$ cat src/rtl/network_sequencer_pkg.sv
// Shared types and constants for the network LSTM sequencer and its output serializer.
package network_sequencer_pkg;

  localparam int QN       = 6;
  localparam int QM       = 11;
  localparam int BITWIDTH = QN + QM + 1;

  typedef enum logic [2:0] {
    NET_RST,
    LOAD,
    FIRE,
    WAIT,
    SETTLE,
    DRAIN
  } seq_state_e;

  // Ceiling log2 with a floor of 1, so single-entry counters still get a bit.
  function automatic int clog2(input int value);
    int r;
    r = 0;
    while ((1 << r) < value) r++;
    return (r < 1) ? 1 : r;
  endfunction

endpackage

$ cat src/rtl/network_out_serializer.sv
// Captures a packed vector and streams it out one word per valid/ready beat, word 0 first.
module network_out_serializer
  import network_sequencer_pkg::*;
#(
  parameter int NUM_WORDS = 8
) (
  input  logic                          clock,
  input  logic                          reset,
  input  logic                          capture,
  input  logic [NUM_WORDS*BITWIDTH-1:0] vec_in,
  input  logic                          drain,
  input  logic                          seq_final,
  input  logic                          out_ready,
  output logic [BITWIDTH-1:0]           out_data,
  output logic                          out_valid,
  output logic                          out_last,
  output logic                          out_seq_last,
  output logic                          done
);
  localparam int NW = clog2(NUM_WORDS);

  logic [NUM_WORDS*BITWIDTH-1:0] cap_q, cap_d;
  logic [NW-1:0]                 nrn_q, nrn_d, nrn_nxt;
  logic [BITWIDTH-1:0]           data_q, data_d;
  logic                          last_q, last_d, seq_last_q, seq_last_d;
  logic                          hs;

  assign out_valid    = drain;
  assign hs           = drain && out_ready;
  assign done         = hs && (nrn_q == NW'(NUM_WORDS - 1));
  assign nrn_nxt      = nrn_q + 1'b1;
  assign out_data     = data_q;
  assign out_last     = last_q;
  assign out_seq_last = seq_last_q;

  // out_data is preloaded with the next word so it is a flop output, not a mux.
  always_comb begin
    cap_d      = cap_q;
    nrn_d      = nrn_q;
    data_d     = data_q;
    last_d     = last_q;
    seq_last_d = seq_last_q;
    if (capture) begin
      cap_d      = vec_in;
      nrn_d      = '0;
      data_d     = vec_in[BITWIDTH-1:0];
      last_d     = (NUM_WORDS == 1);
      seq_last_d = (NUM_WORDS == 1) && seq_final;
    end else if (done) begin
      nrn_d      = '0;
      data_d     = '0;
      last_d     = 1'b0;
      seq_last_d = 1'b0;
    end else if (hs) begin
      nrn_d      = nrn_nxt;
      data_d     = cap_q[nrn_nxt*BITWIDTH +: BITWIDTH];
      last_d     = (nrn_nxt == NW'(NUM_WORDS - 1));
      seq_last_d = (nrn_nxt == NW'(NUM_WORDS - 1)) && seq_final;
    end
  end

  always_ff @(posedge clock or negedge reset) begin
    if (!reset) begin
      cap_q      <= '0;
      nrn_q      <= '0;
      data_q     <= '0;
      last_q     <= 1'b0;
      seq_last_q <= 1'b0;
    end else begin
      cap_q      <= cap_d;
      nrn_q      <= nrn_d;
      data_q     <= data_d;
      last_q     <= last_d;
      seq_last_q <= seq_last_d;
    end
  end

endmodule

$ cat src/rtl/network_sequencer.sv
// Drives the network layer: packs input words, fires newSample, waits for dataReady, drains hidden state.
module network_sequencer
  import network_sequencer_pkg::*;
#(
  parameter int INPUT_SZ       = 2,
  parameter int HIDDEN_SZ      = 8,
  parameter int SEQ_LEN        = 8,
  parameter int NET_RST_CYCLES = 4,
  parameter int SETTLE_CYCLES  = 2,
  parameter int TIMEOUT        = 4095
) (
  input  logic                          clock,
  input  logic                          reset,
  input  logic [BITWIDTH-1:0]           in_data,
  input  logic                          in_valid,
  output logic                          in_ready,
  output logic [BITWIDTH-1:0]           out_data,
  output logic                          out_valid,
  input  logic                          out_ready,
  output logic                          out_last,
  output logic                          out_seq_last,
  output logic [BITWIDTH*INPUT_SZ-1:0]  net_inputVec,
  output logic                          net_newSample,
  output logic                          net_reset,
  input  logic                          net_dataReady,
  input  logic [BITWIDTH*HIDDEN_SZ-1:0] net_outputVec,
  output logic                          error
);
  localparam int CNT_MAX = (TIMEOUT > NET_RST_CYCLES)
                         ? ((TIMEOUT > SETTLE_CYCLES) ? TIMEOUT : SETTLE_CYCLES)
                         : ((NET_RST_CYCLES > SETTLE_CYCLES) ? NET_RST_CYCLES : SETTLE_CYCLES);
  localparam int CNT_W = clog2(CNT_MAX + 1);
  localparam int WRD_W = clog2(INPUT_SZ);
  localparam int SMP_W = clog2(SEQ_LEN);

  seq_state_e                   state_q, state_d;
  logic [CNT_W-1:0]             cnt_q, cnt_d;
  logic [WRD_W-1:0]             word_cnt_q, word_cnt_d;
  logic [SMP_W-1:0]             sample_cnt_q, sample_cnt_d;
  logic [BITWIDTH*INPUT_SZ-1:0] in_vec_q, in_vec_d;
  logic                         new_sample_q, new_sample_d;
  logic                         net_reset_q, net_reset_d;
  logic                         error_q, error_d;
  logic                         drdy_q, drdy_d;
  logic                         rise, capture, burst_done, seq_final;

  assign in_ready      = (state_q == LOAD);
  assign rise          = net_dataReady && !drdy_q;
  assign seq_final     = (sample_cnt_q == SMP_W'(SEQ_LEN - 1));
  assign net_inputVec  = in_vec_q;
  assign net_newSample = new_sample_q;
  assign net_reset     = net_reset_q;
  assign error         = error_q;

  always_comb begin
    state_d      = state_q;
    cnt_d        = cnt_q;
    word_cnt_d   = word_cnt_q;
    sample_cnt_d = sample_cnt_q;
    in_vec_d     = in_vec_q;
    error_d      = error_q;
    drdy_d       = net_dataReady;
    capture      = 1'b0;
    case (state_q)
      NET_RST: begin
        sample_cnt_d = '0;
        word_cnt_d   = '0;
        if (cnt_q == CNT_W'(NET_RST_CYCLES - 1)) begin
          cnt_d   = '0;
          state_d = LOAD;
        end else cnt_d = cnt_q + 1'b1;
      end
      LOAD: if (in_valid) begin
        in_vec_d[word_cnt_q*BITWIDTH +: BITWIDTH] = in_data;
        if (word_cnt_q == WRD_W'(INPUT_SZ - 1)) begin
          word_cnt_d = '0;
          state_d    = FIRE;
        end else word_cnt_d = word_cnt_q + 1'b1;
      end
      FIRE: begin
        cnt_d   = '0;
        state_d = WAIT;
      end
      WAIT: begin
        if (rise) begin
          cnt_d   = '0;
          state_d = SETTLE;
        end else if (cnt_q == CNT_W'(TIMEOUT - 1)) begin
          error_d = 1'b1;
          cnt_d   = '0;
          state_d = NET_RST;
        end else cnt_d = cnt_q + 1'b1;
      end
      SETTLE: begin
        if (cnt_q == CNT_W'(SETTLE_CYCLES - 1)) begin
          capture = 1'b1;
          cnt_d   = '0;
          state_d = DRAIN;
        end else cnt_d = cnt_q + 1'b1;
      end
      DRAIN: if (burst_done) begin
        cnt_d = '0;
        if (seq_final) state_d = NET_RST;
        else begin
          sample_cnt_d = sample_cnt_q + 1'b1;
          state_d      = LOAD;
        end
      end
      default: state_d = NET_RST;
    endcase
    // Strobes follow the next state so they line up with the state they belong to.
    new_sample_d = (state_d == FIRE);
    net_reset_d  = (state_d == NET_RST);
  end

  always_ff @(posedge clock or negedge reset) begin
    if (!reset) begin
      state_q      <= NET_RST;
      cnt_q        <= '0;
      word_cnt_q   <= '0;
      sample_cnt_q <= '0;
      in_vec_q     <= '0;
      new_sample_q <= 1'b0;
      net_reset_q  <= 1'b1;
      error_q      <= 1'b0;
      drdy_q       <= 1'b0;
    end else begin
      state_q      <= state_d;
      cnt_q        <= cnt_d;
      word_cnt_q   <= word_cnt_d;
      sample_cnt_q <= sample_cnt_d;
      in_vec_q     <= in_vec_d;
      new_sample_q <= new_sample_d;
      net_reset_q  <= net_reset_d;
      error_q      <= error_d;
      drdy_q       <= drdy_d;
    end
  end

  network_out_serializer #(.NUM_WORDS(HIDDEN_SZ)) u_ser (
    .clock        (clock),
    .reset        (reset),
    .capture      (capture),
    .vec_in       (net_outputVec),
    .drain        (state_q == DRAIN),
    .seq_final    (seq_final),
    .out_ready    (out_ready),
    .out_data     (out_data),
    .out_valid    (out_valid),
    .out_last     (out_last),
    .out_seq_last (out_seq_last),
    .done         (burst_done)
  );

endmodule

$ cat config.mk
export PLATFORM = sky130hd
export DESIGN_NAME = network_sequencer
export DESIGN_NICKNAME = d
export VERILOG_FILES = /design/src/rtl/network_sequencer_pkg.sv /design/src/rtl/network_out_serializer.sv /design/src/rtl/network_sequencer.sv
export SDC_FILE = /design/constraint.sdc
export NUM_CORES = 1
export LEC_CHECK = 0
export CORE_MARGIN = 5
export CORE_UTILIZATION = 35
export CTS_CLUSTER_SIZE = 25
export DETAILED_ROUTE_END_ITERATION = 6
export MAX_ROUTING_LAYER = met4
export SKIP_LAST_GASP = 1
export SLEW_MARGIN = 20
export SYNTH_ARGS = -nofsm -noshare
export SYNTH_HDL_FRONTEND = slang
export SYNTH_SLANG_ARGS = --single-unit
$ cat constraint.sdc
create_clock -name clock -period 4.8 [get_ports clock]
set_input_delay 0.48 -clock clock [delete_from_list [all_inputs] [get_ports clock]]
set_output_delay 0.48 -clock clock [all_outputs]
set_load 0.01 [all_outputs]
-- Yosys cells after proc, flatten, opt, wreduce, memory -nomap -nowiden
Index checks and enable logic that the tools add are counted.
- bits in registers: 226
- logic and storage cells: 92
- input bits: 167
- output and inout port bits: 61
- multipliers: 2
- reductions and logical operators: 16
- bitwise logic cells: 1
- multiplexer cells: 36
- shifts and indexed selects: 3
- $add $sub $neg: 5
- eq/ne operators: 15
- operators with widths (operator ; number):
    144-bit by 9-bit indexed part select with 18-bit output ; 1
    12-bit two-way mux ; 5
    12-bit one-hot mux with 5 select lines ; 1
    18-bit two-way mux ; 3
    36-bit bitwise mux ; 1
    3-bit two-way mux ; 12
    18-bit by 34-bit variable shift with 36-bit output (first input constant) ; 1
    18-bit by 34-bit indexed part select with 36-bit output ; 1
    6-bit negator with 34-bit output ; 1
    3-bit one-hot mux with 6 select lines ; 1
    3-bit equality test (second input constant) ; 5
    12-bit by 1-bit adder with 12-bit output (second input constant) ; 1
    12-bit by 1-bit equality test with 1-bit output (second input constant) ; 1
    12-bit equality test (second input constant) ; 1
    12-bit by 2-bit equality test with 1-bit output (second input constant) ; 1
    1-bit two-way mux ; 11
    3-bit by 2-bit equality test with 1-bit output (second input constant) ; 3
    3-bit by 4-bit multiplier with 7-bit output (second input constant) ; 1
    3-bit by 1-bit adder with 3-bit output (second input constant) ; 2
    3-bit zero test ; 2
    2-bit != test (second input constant) ; 3
    3-bit one-hot mux with 2 select lines ; 1
    2-bit AND reduction ; 3
    3-bit AND reduction ; 2
    10 further kinds ; 14

-- Longest topological paths before layout
Gate-level depths: netlist of run 1.
- depth in word-level cells: 6
- mapped depth: 10
- mapped depth without buffers: 6

-- Modules after synthesis
From an unflattened synthesis of run 1, not the netlist that was laid out.
- cell total of the unflattened synthesis: 716
- area, all modules: 10137.2 µm²
- by module, submodules not included (module ; cells an instance ; seq. area each (µm²) ; instances ; area each (µm²)):
    network_out_serializer ; 502 ; 4179.0 ; 1 ; 7459.7
    network_sequencer ; 214 ; 1477.7 ; 1 ; 2677.6

-- Worst setup path before layout of run 1
No wires, ideal clock.
- path type: reg-to-reg
- from: register u_ser.nrn_q[0]
- to: register u_ser.data_q[0] (netlist: u_ser.out_data[0])
- stages on the path, launching flop included: 11
- required time: 4675 ps
- buffers on the path: 4
- setup time: 125 ps
- clock period less this slack: 2788 ps
- path slack: 2012 ps
- arrival: 2664 ps
- cell sequence: dfrtp_1 > buf_2 > buf_2 > inv_1 > ha_1 > clkbuf_1 > clkbuf_1 > mux4_2 > mux2_2 > nand2_1 > nand3_1
- longest elaborated chain between the ends: 6
- elaborated cells between the ends (all ways): 9
- those cells by class: add/sub: 1; mul: 1; eq/ne: 1; shift: 1; mux: 3; reduce/logical: 2
- RTL lines (what ; line ; RTL):
    start, declared ; network_out_serializer.sv:23 ; logic [NW-1:0] nrn_q, nrn_d, nrn_nxt;
    start signal, assigned ; network_out_serializer.sv:71 ; nrn_q <= nrn_d;
    3-bit by 1-bit adder with 3-bit output ; network_out_serializer.sv:31 ; assign nrn_nxt = nrn_q + 1'b1;
    3-bit by 4-bit multiplier with 7-bit output ; network_out_serializer.sv:56 ; data_d = cap_q[nrn_nxt*BITWIDTH +: BITWIDTH];
    144-bit by 9-bit indexed part select with 18-bit output ; network_out_serializer.sv:56 ;
    18-bit two-way mux ; network_out_serializer.sv:54 ; end else if (hs) begin
    18-bit two-way mux ; network_out_serializer.sv:49 ; end else if (done) begin
    18-bit two-way mux ; network_out_serializer.sv:43 ; if (capture) begin
    end signal, assigned ; network_out_serializer.sv:72 ; data_q <= data_d;
    end, declared ; network_out_serializer.sv:24 ; logic [BITWIDTH-1:0] data_q, data_d;
Several ways; a longest one is shown, not always the timed one. The select of a mux whose other input is x is not followed.
A chain may end at the register's enable or synchronous reset.

-- Worst setup path in the final report of run 1
- from: register u_ser.nrn_q[0]
- to: register cnt_q[2]
- longest elaborated chain between the ends: 4
- RTL lines (what ; line ; RTL):
    3-bit equality test ; network_out_serializer.sv:30 ; assign done = hs && (nrn_q == NW'(NUM_WORDS - 1));
    1-bit logical AND ; network_out_serializer.sv:30 ;
    2-bit != test (no source line) ; -- ;
    2-bit AND reduction (no source line) ; -- ;
    end signal, assigned ; network_sequencer.sv:129 ; cnt_q <= cnt_d;
    end, declared ; network_sequencer.sv:37 ; logic [CNT_W-1:0] cnt_q, cnt_d;
No other way between the ends.

==> flow_summary_export.csv, run 1 <==
group,metric,value,unit
setup_path,crit_fanout,39,
global_route,grt_pass1_vias,8114,
die,start_util,35.5,%
finish,mostFrequentLayoutCells,"460 x nand2_1, 226 x clkdlybuf4s50_1, 224 x dfrtp_1",
finish,layout_commonest_cell,"nand2_1",
die,num_rows,62,
finish,stdcell_count,1615,
placed_design,io_buffers,227,
setup_path,critPathLaunchType,"flop",
die,dieArea,32600,um^2
global_route,grt_max_degree,163,
power,leakagePower,5.85,nW
die,fp.dieH,181,um
placed_design,post-place-cells,1564,
setup_path,required,5.17,ns
clock_network,cts_resized,0,
timing,setup-violations-final,0,
timing,setup_tns,0,ns
timing,min_period_over_period,63.5,%
synth,ys.flop_type,"dfrtp_1",
global_route,grt_pass1_wl,43500,um
clock_network,cts_tree,"built",
placed_design,dpl_cell_area,12700,um^2
setup_path,critical_path_class,"reg2reg",
synth,syn_area,10200,um^2
clock_network,cts_hold_buffers,0,
timing,period_needed,3.05,ns
synth,synth.avg_cell_area,10.1,um^2
global_route,grt_usage,16.8,%
finish,drive_above_1_share,11.9,%
clock_network,cts_buffers,26,
finish,utilization,47.4,%
clock_network,cts_sinks,226,
setup_path,r2r_setup_slack,1.75,ns
setup_path,end_kind,"flop",
route,drtPass1Iterations,5,
route,vias_per_cell,4.81,
clock_network,htree_levels,1,
hold_path,worst_hold_path_type,"in2reg",
timing,rsz0062_at_grt,"no",
run_status,status,"finished, final reports clean",
timing,hold_viol,0,
synth,synthCells,1008,
power,ir_worst_vdd,0.000338,V
power,power.density,617,nW/um^2
placed_design,hpwl,18600,um
synth,syn_nets,1183,
power,power.total,8.40,mW
clock_network,path_clk_slew,0.06,ns
setup_path,cp.arrival,3.42,ns
synth,ys_ff_latch,226,
global_route,antenna_found_initial,1,
clock_network,clockBufferDepth,3,
route,ant_nets,0,
clock_network,post-cts-setup-buffer-count,0,
finish,nFillCells,2746,
route,routed_wl,27300,um
route,wl_per_cell,16.9,um
route,via_count,7772,
finish,area_growth,33.7,%
clock_network,clock-root-buffer,"clkbuf_16",
finish,final_nets,1385,
timing,final_max_slew_viol_count,0,
synth,yosysSeqAreaShare,55.6,%
global_route,grt_overflow_total,0,
timing,tightest_slew,1.04,ns
route,drtIter0Drc,633,
synth,synth_edf_count,0,
die,num_io_pins,228,
die,coreArea,28700,um^2
clock_network,insertion_delay,0.53,ns
synth,ys_async_sr_fraction,100,%
run,cap_violations,0,
synth,yosysUniqueCellTypes,44,
timing,max_freq,328,MHz
die,die_x,181,um
placed_design,gp_congestion,0.827,
timing,fin_worst_skew,0.0194,ns
finish,final_area,13600,um^2
route,drc,0,
synth,ys_warn_count,0,
timing,slew-limit-headroom,31.0,%
-- critical path, stage by stage, from the launching register on --
cell       delay, ns
dfrtp_2         0.35
buf_4           0.65
ha_1            0.29
ha_1            0.39
and4b_1         0.27
nor2_1          0.13
a2111oi_4       0.67
nor3_1          0.14
-- logic make-up after synthesis --
family	count (synthesis)	synth area share, %
multiplexers	97	14.7
AND/OR/NAND/NOR	567	22.7
AO/OA/AOI/OAI	39	2.68
flip-flops	226	55.6
buffers and inverters	70	3.28
XOR/XNOR	1	0.0861
adder cells (fa/ha/maj)	8	0.984
-- Yosys cell counts, drive strengths merged (3+ instances only) --
master | instances | area share (%)
and3 | 5 | 0.31
nor2 | 16 | 0.59
a21oi | 14 | 0.69
dfrtp | 225 | 55
clkbuf | 24 | 0.89
nor3 | 15 | 0.74
nor4 | 3 | 0.18
ha | 8 | 0.98
nor2b | 3 | 0.18
mux2i | 5 | 0.49
o21ai | 6 | 0.30
nand3 | 43 | 2.1
nand4 | 5 | 0.31
and4 | 3 | 0.26
inv | 10 | 0.37
buf | 36 | 2.0
nand2 | 460 | 17
a211oi | 4 | 0.30
nor3b | 4 | 0.30
mux2 | 56 | 6.2
mux4 | 36 | 8.0
-- stage by stage --
stage	hold slack, ns	setup WS (ns)
after CTS	0.109	1.68
after global routing	0.418	1.45
after floorplan	0.184	2.01
final	0.439	1.75
after global placement	0.444	1.79
after detailed placement	0.451	1.70
-- final cells by class --
class	count	area, um^2	share of cell area, %
Clock inverter	9	88.8	0.653
Inverter	10	37.5	0.276
Multi-Input combinational cell	712	4190	30.8
Antenna cell	1	2.50	0.0184
Clock buffer	39	759	5.58
Timing Repair Buffer	234	2390	17.6
Sequential cell	226	5660	41.6
Tap cell	384	480	3.53
-- power breakdown --
group          internal [mW]  total (mW)  switching [mW]
registers               2.80        3.35           0.547
logic                   1.68        3.13            1.44
clock network           1.15        1.93           0.777
-- per-layer routing --
metal / track usage (%) / vias to the layer above / part of all wire [%]
li1: - / 3749 / -
met1: 21.8 / 3755 / 44
met2: 27.7 / 219 / 49
met3: 3.05 / 49 / 5.0
met4: 3.90 / 0 / 2.4
met5: - / - / 0
-- final timing paths --
| path | from | end | cells past startpoint |
|---|---|---|---|
| min in group asynchronous | reset | error | 2 |
| hold / removal | net_dataReady | drdy_q | 1 |
| hold reg to reg | u_ser.cap_q[18] | u_ser.cap_q[18] | 2 |
| setup / recovery | u_ser.nrn_q[0] | cnt_q[2] | 7 |
| max in group asynchronous | reset | u_ser.cap_q[76] | 3 |
| setup reg to reg | u_ser.nrn_q[0] | cnt_q[2] | 7 |
-- flip-flops by register name (all words and copies together), names as in the netlist --
name and flops:
u_ser.cap_q 144, net_inputVec 36, u_ser.out_data 18, cnt_q 12, sample_cnt_q 3, state_q 3
u_ser.nrn_q 3, drdy_q 1, error 1, net_newSample 1, net_reset 1, u_ser.out_last 1
u_ser.out_seq_last 1, word_cnt_q 1
Note: power is estimated with default switching activity, not from simulation.
==> run 2: changes to the inputs <==
clock period = 3 ns   (was 4.8 ns; I/O delays follow)
==> flow_summary_export.csv, run 2 (synthesis gave the netlist of run 1 again) <==
group,metric,value,unit
route,drc,0,
power,power.total,13.4,mW
timing,fin_worst_skew,0.0184,ns
die,fp.dieH,181,um
timing,final.setup.worst_slack,0.481,ns
finish,utilization,47.5,%
timing,final_max_slew_viol_count,0,
route,routed_wl,27500,um
timing,slew-limit-headroom,47.6,%
timing,setup-violations-final,0,
run,cap_violations,0,
finish,final_nets,1394,
finish,nFillCells,2697,
timing,max_freq,397,MHz
setup_path,crit_chain,"nor3b_1 > clkdlybuf4s50_1",
placed_design,dpl_cell_area,12800,um^2
die,coreArea,28700,um^2
setup_path,worst_path_max_delay_cell,"clkdlybuf4s50_1",
placed_design,io_buffers,227,
die,num_rows,62,
route,drtIter0Drc,543,
timing,hold_viol,0,
global_route,grt_overflow_total,0,
finish,area_growth,33.8,%
timing,setup_tns,0,ns
setup_path,critical_path_class,"reg2out",
die,dieArea,32600,um^2
finish,largest_register,"u_ser.cap_q",
clock_network,cts_resized,0,
clock_network,clock-root-buffer,"clkbuf_16",
finish,drive_above_1_share,12.5,%
finish,layout_commonest_cell,"nand2_1",
finish,mostFrequentLayoutCells,"460 x nand2_1, 226 x clkdlybuf4s50_1, 224 x dfrtp_1",
timing,rsz0062_at_grt,"no",
setup_path,max_stage_delay,0.64,ns
hold_path,worst_hold_path_type,"in2reg",
global_route,grt_max_degree,163,
run_status,status,"finished, final reports clean",
clock_network,cts_sinks,226,
setup_path,worst-r2r-cell-count,5,
power,leakagePower,5.87,nW
clock_network,clockBufferDepth,3,
route,drtPass1Iterations,5,
route,vias_per_cell,4.86,
power,power.density,984,nW/um^2
finish,final_area,13600,um^2
global_route,antenna_found_initial,2,
finish,largest_reg_flops,144,
power,ir_worst_vdd,0.000454,V
setup_path,critPathLaunchType,"flop",
route,ant_nets,0,
timing,tightest_slew,0.786,ns
clock_network,path_clk_slew,0.06,ns
timing,timing.hold.ws,0.269,ns
clock_network,htree_levels,1,
placed_design,place_ws,0.702,ns
finish,stdcell_count,1623,
global_route,grt_pass1_wl,44000,um
clock_network,insertion_delay,0.53,ns
hold_path,hold_depth,1,
clock_network,cts_buffers,25,
timing,period_needed,2.52,ns
die,num_io_pins,228,
placed_design,gp_congestion,0.812,
setup_path,crit_fanout,18,
global_route,grt_pass1_vias,8152,
timing,min_period_over_period,84.0,%
die,die_x,181,um
route,wl_per_cell,16.9,um
placed_design,post-place-cells,1575,
die,start_util,35.5,%
setup_path,required,2.70,ns
setup_path,end_kind,"output port",
route,via_count,7886,
global_route,grt_usage,17.0,%
clock_network,cts_tree,"built",
setup_path,cp.arrival,2.22,ns
placed_design,hpwl,18700,um
==> run 2: cell count changes in the layout (fill, tap and decap cells not counted), moves of 2 or more <==
cell      delta
clkinv_4     -2
clkbuf_1     -2
clkbuf_8     -3
clkinv_2     +3
buf_4       +11
==> run 2: worst paths after layout <==
kind	from	endpoint	slack [ns]
setup / recovery	state_q[2]	in_ready	0.48
hold / removal	net_dataReady	drdy_q	0.27
setup reg to reg	cnt_q[2]	u_ser.out_data[16]	0.64
hold reg to reg	u_ser.cap_q[74]	u_ser.cap_q[74]	0.46
max in group asynchronous	reset	net_inputVec[3]	1.66
min in group asynchronous	reset	cnt_q[8]	0.37
==> run 2: critical path: cells and delay by family (launching register included) <==
kind / cells / cell delay [ns]
simple gates: 1 / 0.50
flops: 1 / 0.56
buf+inv: 1 / 0.64
==> run 2: cell type report <==
cell class / instances / area (um^2) / share of cell area (%)
sequential: 226 / 5660 / 41.5
inverter: 10 / 37.5 / 0.276
multi-input combinational: 712 / 4190 / 30.8
timing repair buffer: 244 / 2440 / 17.9
clock buffer: 33 / 686 / 5.03
clock inverter: 12 / 116 / 0.854
antenna: 2 / 5.00 / 0.0367
tap: 384 / 480 / 3.53
==> run 2: metal layers <==
metal / part of all wire, % / up-vias / track usage, %
li1: - / 3777 / -
met3: 5.6 / 39 / 3.17
met5: 0 / - / -
met4: 2.5 / 0 / 4.26
met2: 48 / 231 / 27.0
met1: 44 / 3839 / 22.7
==> run 2: report_power, final <==
| group | total (mW) | switching [mW] | internal [mW] |
|---|---|---|---|
| Combinational | 5.05 | 2.33 | 2.72 |
| Sequential | 5.34 | 0.859 | 4.48 |
| Clock | 3.01 | 1.24 | 1.78 |
| Total | 13.4 | 4.43 | 8.98 |
==> run 2: repair_timing <==
| item | in CTS | in global routing |
|---|---|---|
| endpoints found under the hold margin | 90 | 0 |
| hold buffers | 1 | 0 |
| buffers inserted | 0 | 0 |
